===== config.mk =====
export PLATFORM = sky130hd
export DESIGN_NAME = excess3_to_bcd_deser_flat
export DESIGN_NICKNAME = d
export VERILOG_FILES = /design/src/rtl/excess3_to_bcd_deser_if.sv /design/src/rtl/excess3_to_bcd_deser.sv /design/src/flat_wrapper.sv
export SDC_FILE = /design/constraint.sdc
export NUM_CORES = 1
export LEC_CHECK = 0
export ABC_AREA = 1
export CORE_MARGIN = 1
export CORE_UTILIZATION = 46
export DETAILED_ROUTE_END_ITERATION = 7
export PLACE_DENSITY = 0.78
export SYNTH_ARGS = -nofsm -noshare
export SYNTH_HDL_FRONTEND = slang
export SYNTH_SLANG_ARGS = --single-unit

===== constraint.sdc =====
create_clock -name clk -period 1.3 [get_ports clk]
set_input_delay 0.325 -clock clk [delete_from_list [all_inputs] [get_ports clk]]
set_output_delay 0.325 -clock clk [all_outputs]
set_load 0.05 [all_outputs]

===== src/rtl/excess3_to_bcd_deser_if.sv =====
// Digit-in / word-out handshake bundle for the excess-3 receive path.
interface excess3_to_bcd_deser_if #(
  parameter int DIGITS = 4
);
  logic [3:0]          x3_in;
  logic                in_valid;
  logic                in_ready;
  logic                flush;
  logic [4*DIGITS-1:0] bcd_out;
  logic                out_valid;
  logic                out_ready;
  logic                err;

  modport master (
    output x3_in, in_valid, flush, out_ready,
    input  in_ready, bcd_out, out_valid, err
  );

  modport slave (
    input  x3_in, in_valid, flush, out_ready,
    output in_ready, bcd_out, out_valid, err
  );
endinterface


===== src/rtl/excess3_to_bcd_deser.sv =====
// Excess-3 digit deserializer: converts each digit to BCD (invalid -> 4'hF),
// packs DIGITS digits MS-first and holds the word until the consumer takes it.
module excess3_to_bcd_deser #(
  parameter int DIGITS = 4
) (
  input  logic                  clk,
  input  logic                  rst,
  excess3_to_bcd_deser_if.slave bus
);

  localparam int W     = 4 * DIGITS;
  localparam int CNT_W = (DIGITS > 1) ? $clog2(DIGITS) : 1;
  localparam logic [CNT_W-1:0] LAST = CNT_W'(DIGITS - 1);

  typedef enum logic {
    COLLECT = 1'b0,
    HOLD    = 1'b1
  } state_t;

  state_t           state;
  state_t           state_nxt;
  logic [CNT_W-1:0] count_p0;
  logic [W-1:0]     word_p0;
  logic             err_p0;
  logic             armed;
  logic             in_ready_c;
  logic             out_valid_c;
  logic             accept;
  logic             last_digit;

  function automatic logic is_bad(input logic [3:0] code);
    return (code < 4'd3) || (code > 4'd12);
  endfunction

  function automatic logic [3:0] to_bcd(input logic [3:0] code);
    return is_bad(code) ? 4'hF : (code - 4'd3);
  endfunction

  assign accept     = bus.in_valid && in_ready_c;
  assign last_digit = (count_p0 == LAST);

  always_ff @(posedge clk or posedge rst) begin
    if (rst) state <= COLLECT;
    else     state <= state_nxt;
  end

  always_comb begin
    state_nxt = state;
    case (state)
      COLLECT: if (accept && last_digit) state_nxt = HOLD;
      HOLD:    if (bus.out_ready)        state_nxt = COLLECT;
      default:                           state_nxt = COLLECT;
    endcase
    if (bus.flush) state_nxt = COLLECT;
  end

  // armed keeps in_ready low until the first edge after reset release
  always_comb begin
    in_ready_c    = 1'b0;
    out_valid_c   = 1'b0;
    in_ready_c    = armed && (state == COLLECT);
    out_valid_c   = (state == HOLD);
    bus.in_ready  = in_ready_c;
    bus.out_valid = out_valid_c;
    bus.err       = out_valid_c && err_p0;
    bus.bcd_out   = word_p0;
  end

  // stage p0: digit accept, shift-in and sticky word error
  always_ff @(posedge clk or posedge rst) begin
    if (rst) begin
      armed    <= 1'b0;
      count_p0 <= '0;
      word_p0  <= '0;
      err_p0   <= 1'b0;
    end else begin
      armed <= 1'b1;
      if (bus.flush) begin
        count_p0 <= '0;
        err_p0   <= 1'b0;
      end else if (accept) begin
        word_p0  <= (word_p0 << 4) | W'(to_bcd(bus.x3_in));
        err_p0   <= err_p0 | is_bad(bus.x3_in);
        count_p0 <= last_digit ? '0 : count_p0 + CNT_W'(1);
      end else if ((state == HOLD) && bus.out_ready) begin
        err_p0 <= 1'b0;
      end
    end
  end

endmodule


===== src/flat_wrapper.sv =====
// flat-port wrapper written by rule: the top's interface ports become plain ports
module excess3_to_bcd_deser_flat 
#(
  parameter int DIGITS = 4
)
  (clk, rst, bus_x3_in, bus_in_valid, bus_flush, bus_out_ready, bus_in_ready, bus_bcd_out, bus_out_valid, bus_err);
  excess3_to_bcd_deser_if #(.DIGITS(DIGITS)) bus_i ();
  input  logic clk;
  input  logic rst;
  input wire logic [$bits(bus_i.x3_in)-1:0] bus_x3_in;
  input wire logic [$bits(bus_i.in_valid)-1:0] bus_in_valid;
  input wire logic [$bits(bus_i.flush)-1:0] bus_flush;
  input wire logic [$bits(bus_i.out_ready)-1:0] bus_out_ready;
  output wire logic [$bits(bus_i.in_ready)-1:0] bus_in_ready;
  output wire logic [$bits(bus_i.bcd_out)-1:0] bus_bcd_out;
  output wire logic [$bits(bus_i.out_valid)-1:0] bus_out_valid;
  output wire logic [$bits(bus_i.err)-1:0] bus_err;
  assign bus_i.x3_in = bus_x3_in;
  assign bus_i.in_valid = bus_in_valid;
  assign bus_i.flush = bus_flush;
  assign bus_i.out_ready = bus_out_ready;
  assign bus_in_ready = bus_i.in_ready;
  assign bus_bcd_out = bus_i.bcd_out;
  assign bus_out_valid = bus_i.out_valid;
  assign bus_err = bus_i.err;
  excess3_to_bcd_deser #(.DIGITS(DIGITS)) u_core (.clk(clk), .rst(rst), .bus(bus_i));
endmodule

==> impl.org <==
** Route
- After detailed routing, the total wire length is 2.70 mm.
- Detail Route Antenna Nets :: 0
- Dividing the detail-routed wire length by the instance count gives 14.5 um.
- After the first detailed-routing iteration, the DRC count stood at 25.
- DRC violations left :: 0
- The first detailed-routing pass took 4 iterations.
- Routed via count :: 962
- Vias per cell :: 5.14

** Clock network
- CTS tree :: yes
- Max clock buf depth :: 2
- Clock tree root buffer cell :: sky130_fd_sc_hd__clkbuf_4
- Number of hold-repair buffers added at the cts stage :: 0
- CTS clk-pin slew, worst paths :: 120 ps
- TritonCTS Buffers :: 3
- Clock latency on the worst-skew pair, taken at its later pin, is 300 ps.
- CTS built an H-tree with a depth of 1.
- Number of clock sinks :: 21

** Min path
- Hold WC Path Type :: in2async

** Floorplan
- Boundary Pins :: 28
- The initial utilization of the core area, before any placement, comes to 49.7%.
- After floorplanning, the core was sized to cover 1980 um^2.
- Die span in y :: 48.3 um
- Num rows :: 16
- Horizontal extent of the die :: 48.3 um
- Total Die Area :: 2330 um^2

** Timing
- Number of hold violations in the final report :: 0
- Final count of negative-setup-slack endpoints :: 20
- Final period utilization :: 108%
- Min Clock Period, post-route :: 1400 ps
- Post-layout worst setup margin :: -103 ps
- Count of final max-slew check failures :: 0
- Final hold analysis gives a worst-case slack of 353 ps.
- Achievable clock frequency :: 713 MHz
- Unrepaired setup endpoints after global routing :: true
- Worst Clk Skew :: 4.43 ps

** Yosys
- For this run, the number of Yosys warnings is 0.
- Counting distinct cell types in the post-synthesis netlist gives 17.
- A synthesized cell averages 8.07 um^2.
- Area fraction of the dominant cell type after synthesis :: 53.4%
- After synthesis the cells add up to 985 um^2.
- The share of the Yosys chip area taken by registers is 53.4%.
- The number of nets handed over by synthesis was 134.
- Cell types occupying the most area after synthesis :: sky130_fd_sc_hd__dfrtp_1 53%, sky130_fd_sc_hd__nand2_1 22%, sky130_fd_sc_hd__inv_1 5.3%
- Yosys top cell by area :: sky130_fd_sc_hd__dfrtp_1
- Counting flops and latches in the post-synthesis netlist gives 21.
- Counting every instance in the synthesized netlist gives 122.

** Job
- Max-cap violations in this run came to 0.

** Placement
- Summed over all nets, the half-perimeter wirelength after detailed placement is 1.79 mm.
- Number of port buffers :: 27
- Once placement finished, the instance area stood at 1540 um^2.
- Number of cells in the design after placement :: 180
- Routability-driven placement finished with a final weighted congestion of 0.787.
- Before CTS, the worst setup slack after placement is -322 ps.

** Power and ir drop
- IR analysis of the VDD net gives a maximum drop of 1.06 mV.
- Power comes to 2480 uW.
- Power Density :: 1530 nW/um^2
- In this run the static leakage power is 0.000870 uW.

** Final layout
- After the last flow step, the layout net total stands at 173.
- Finished Layout Cells :: 187
- Area overhead of the layout relative to synthesis :: 64.3%
- The post-route netlist has 24.4% of its cells at a drive strength greater than 1.
- Final std cell area, no fill :: 1620 um^2
- Antenna Diode Count :: 0

** Setup path
- The setup path with the least slack is of type reg2out.
- Critical Path Fanout Max :: 4
- Worst path buffer plus inverter count :: 2
- STA puts the critical path data arrival time at 1080 ps.
- Data required time of the critical path :: 980 ps
- Slowest library cell on the worst path :: sky130_fd_sc_hd__dfrtp_2
- STA classifies the critical path endpoint as an output pin.
- CP cell instances :: nand2_1, inv_2, buf_12
- In this run the worst setup path begins at u_core.bus.out_valid.
- Reg2reg start :: u_core.bus.out_valid
- The worst setup path is launched from a register.
- Kind of cell adding the most delay to the critical path :: flip-flops
- For this run, the slowest stage of the critical path takes 480 ps.

** Run status
- The flow ran to the end, but the final reports show violations.
- Violated checks :: setup timing

** Global routing
- First-pass GRT wire length :: 3.72 mm
- The via count of the first global-routing pass is 892.
- The initial antenna violation count is 0.
- Maximum number of pins on one net before global-route repair :: 22
- Total track usage :: 23.9%
- The total overflow left after global routing is 0.
## power by group
part / total (uW) / internal (uW) / switching, uW
sequential: 941 / 780 / 162
clock: 312 / 119 / 192
combinational: 1230 / 576 / 649
## layer usage
| layer | up-vias | GRT usage, % | wire length, um |
|---|---|---|---|
| met5 | - | 0 | 0 |
| met4 | 0 | 14.4 | 119 |
| met3 | 13 | 1.48 | 122 |
| met2 | 50 | 44.0 | 1480 |
| met1 | 453 | 26.6 | 985 |
| li1 | 446 | - | - |
## layout make-up
type | instances | area [um^2]
Timing Repair Buffer | 36 | 571
Sequential cell | 21 | 527
Multi-Input combinational cell | 84 | 397
Fill cell | 112 | 364
Inverter | 15 | 63.8
Tap cell | 27 | 33.8
Clock buffer | 4 | 26.3
## sequential cells by signal, summed over array words and instances (netlist names)
| register | cells |
|---|---|
| u_core.bus.bcd_out | 16 |
| u_core.bus.out_valid | 1 |
| u_core.err_p0 | 1 |
| u_core.count_p0 | 2 |
| u_core.armed | 1 |
## repair_timing
action	4_1_cts	5_1_grt
buffers inserted	2	1
endpoints found under the setup margin	2	22
endpoints found under the hold margin	0	0
gates resized for setup	2	7
pin swaps	1	1
## per-stage QoR
step / setup TNS (ps) / utilization (%)
after floorplan: -2210 / -
after global placement: -2200 / 77.5
after detailed placement: -3050 / 77.5
after CTS: -280 / 80.2
after global routing: -1610 / 81.6
final: -657 / 81.6
## kinds of logic (layout without fill, tap and decap cells)
| family | count (synthesis) | after routing | synth area share (%) |
|---|---|---|---|
| buf+inv | 17 | 55 | 7.37 |
| other cells | 1 | 1 | 0.381 |
| simple gates | 77 | 77 | 33.3 |
| flops | 21 | 21 | 53.4 |
| fa+ha+maj | 3 | 3 | 3.81 |
| compound gates | 3 | 3 | 1.78 |
## path summary, 6_finish.rpt
path,end,slack (ps),depth (start not counted)
worst max-delay path,bus_err,-100,3
worst min-delay path,u_core.bus.bcd_out[15],350,3
worst max register to register,u_core.bus.bcd_out[4],-60,6
worst min register to register,u_core.count_p0[0],530,1
max in group asynchronous,u_core.bus.out_valid,720,3
min in group clk,u_core.bus.bcd_out[3],500,6
## layout by cell type (no fill, tap or decap)
cell type	Yosys	routed
sky130_fd_sc_hd__inv_2	1	1
sky130_fd_sc_hd__dfrtp_2	0	1
sky130_fd_sc_hd__a21oi_1	1	1
sky130_fd_sc_hd__inv_1	14	13
sky130_fd_sc_hd__nand3_2	0	1
sky130_fd_sc_hd__dlymetal6s2s_1	0	2
sky130_fd_sc_hd__nor2_4	1	1
sky130_fd_sc_hd__conb_1	1	1
sky130_fd_sc_hd__o21ai_1	0	1
sky130_fd_sc_hd__nand3_1	9	8
sky130_fd_sc_hd__nand4_1	1	1
sky130_fd_sc_hd__a21boi_0	1	1
sky130_fd_sc_hd__buf_12	0	22
sky130_fd_sc_hd__ha_1	3	2
sky130_fd_sc_hd__buf_4	0	6
sky130_fd_sc_hd__nor2_1	5	5
sky130_fd_sc_hd__clkdlybuf4s50_1	0	6
sky130_fd_sc_hd__clkbuf_4	0	3
sky130_fd_sc_hd__nand3b_1	1	1
sky130_fd_sc_hd__nand2_1	59	58
sky130_fd_sc_hd__dfrtp_1	21	20
sky130_fd_sc_hd__clkbuf_1	0	1
sky130_fd_sc_hd__ha_2	0	1
sky130_fd_sc_hd__inv_8	0	1
sky130_fd_sc_hd__nand3_4	1	1
sky130_fd_sc_hd__nand2_2	0	1
## worst reg2reg max path, delay by kind of cell (launching register included)
family / cells / cell delay [ps]
buffers and inverters: 2 / 350
DFF: 1 / 480
and+or+nand+nor: 4 / 440
## synth_stat cells
cell type and instances:
sky130_fd_sc_hd__a21boi_0 1, sky130_fd_sc_hd__a21oi_1 1, sky130_fd_sc_hd__buf_2 1, sky130_fd_sc_hd__buf_6 1, sky130_fd_sc_hd__conb_1 1, sky130_fd_sc_hd__dfrtp_1 21
sky130_fd_sc_hd__ha_1 3, sky130_fd_sc_hd__inv_1 14, sky130_fd_sc_hd__inv_2 1, sky130_fd_sc_hd__nand2_1 59, sky130_fd_sc_hd__nand3_1 9, sky130_fd_sc_hd__nand3_4 1
sky130_fd_sc_hd__nand3b_1 1, sky130_fd_sc_hd__nand4_1 1, sky130_fd_sc_hd__nor2_1 5, sky130_fd_sc_hd__nor2_4 1, sky130_fd_sc_hd__o21ai_0 1
Power figures use the tool's default switching activity.
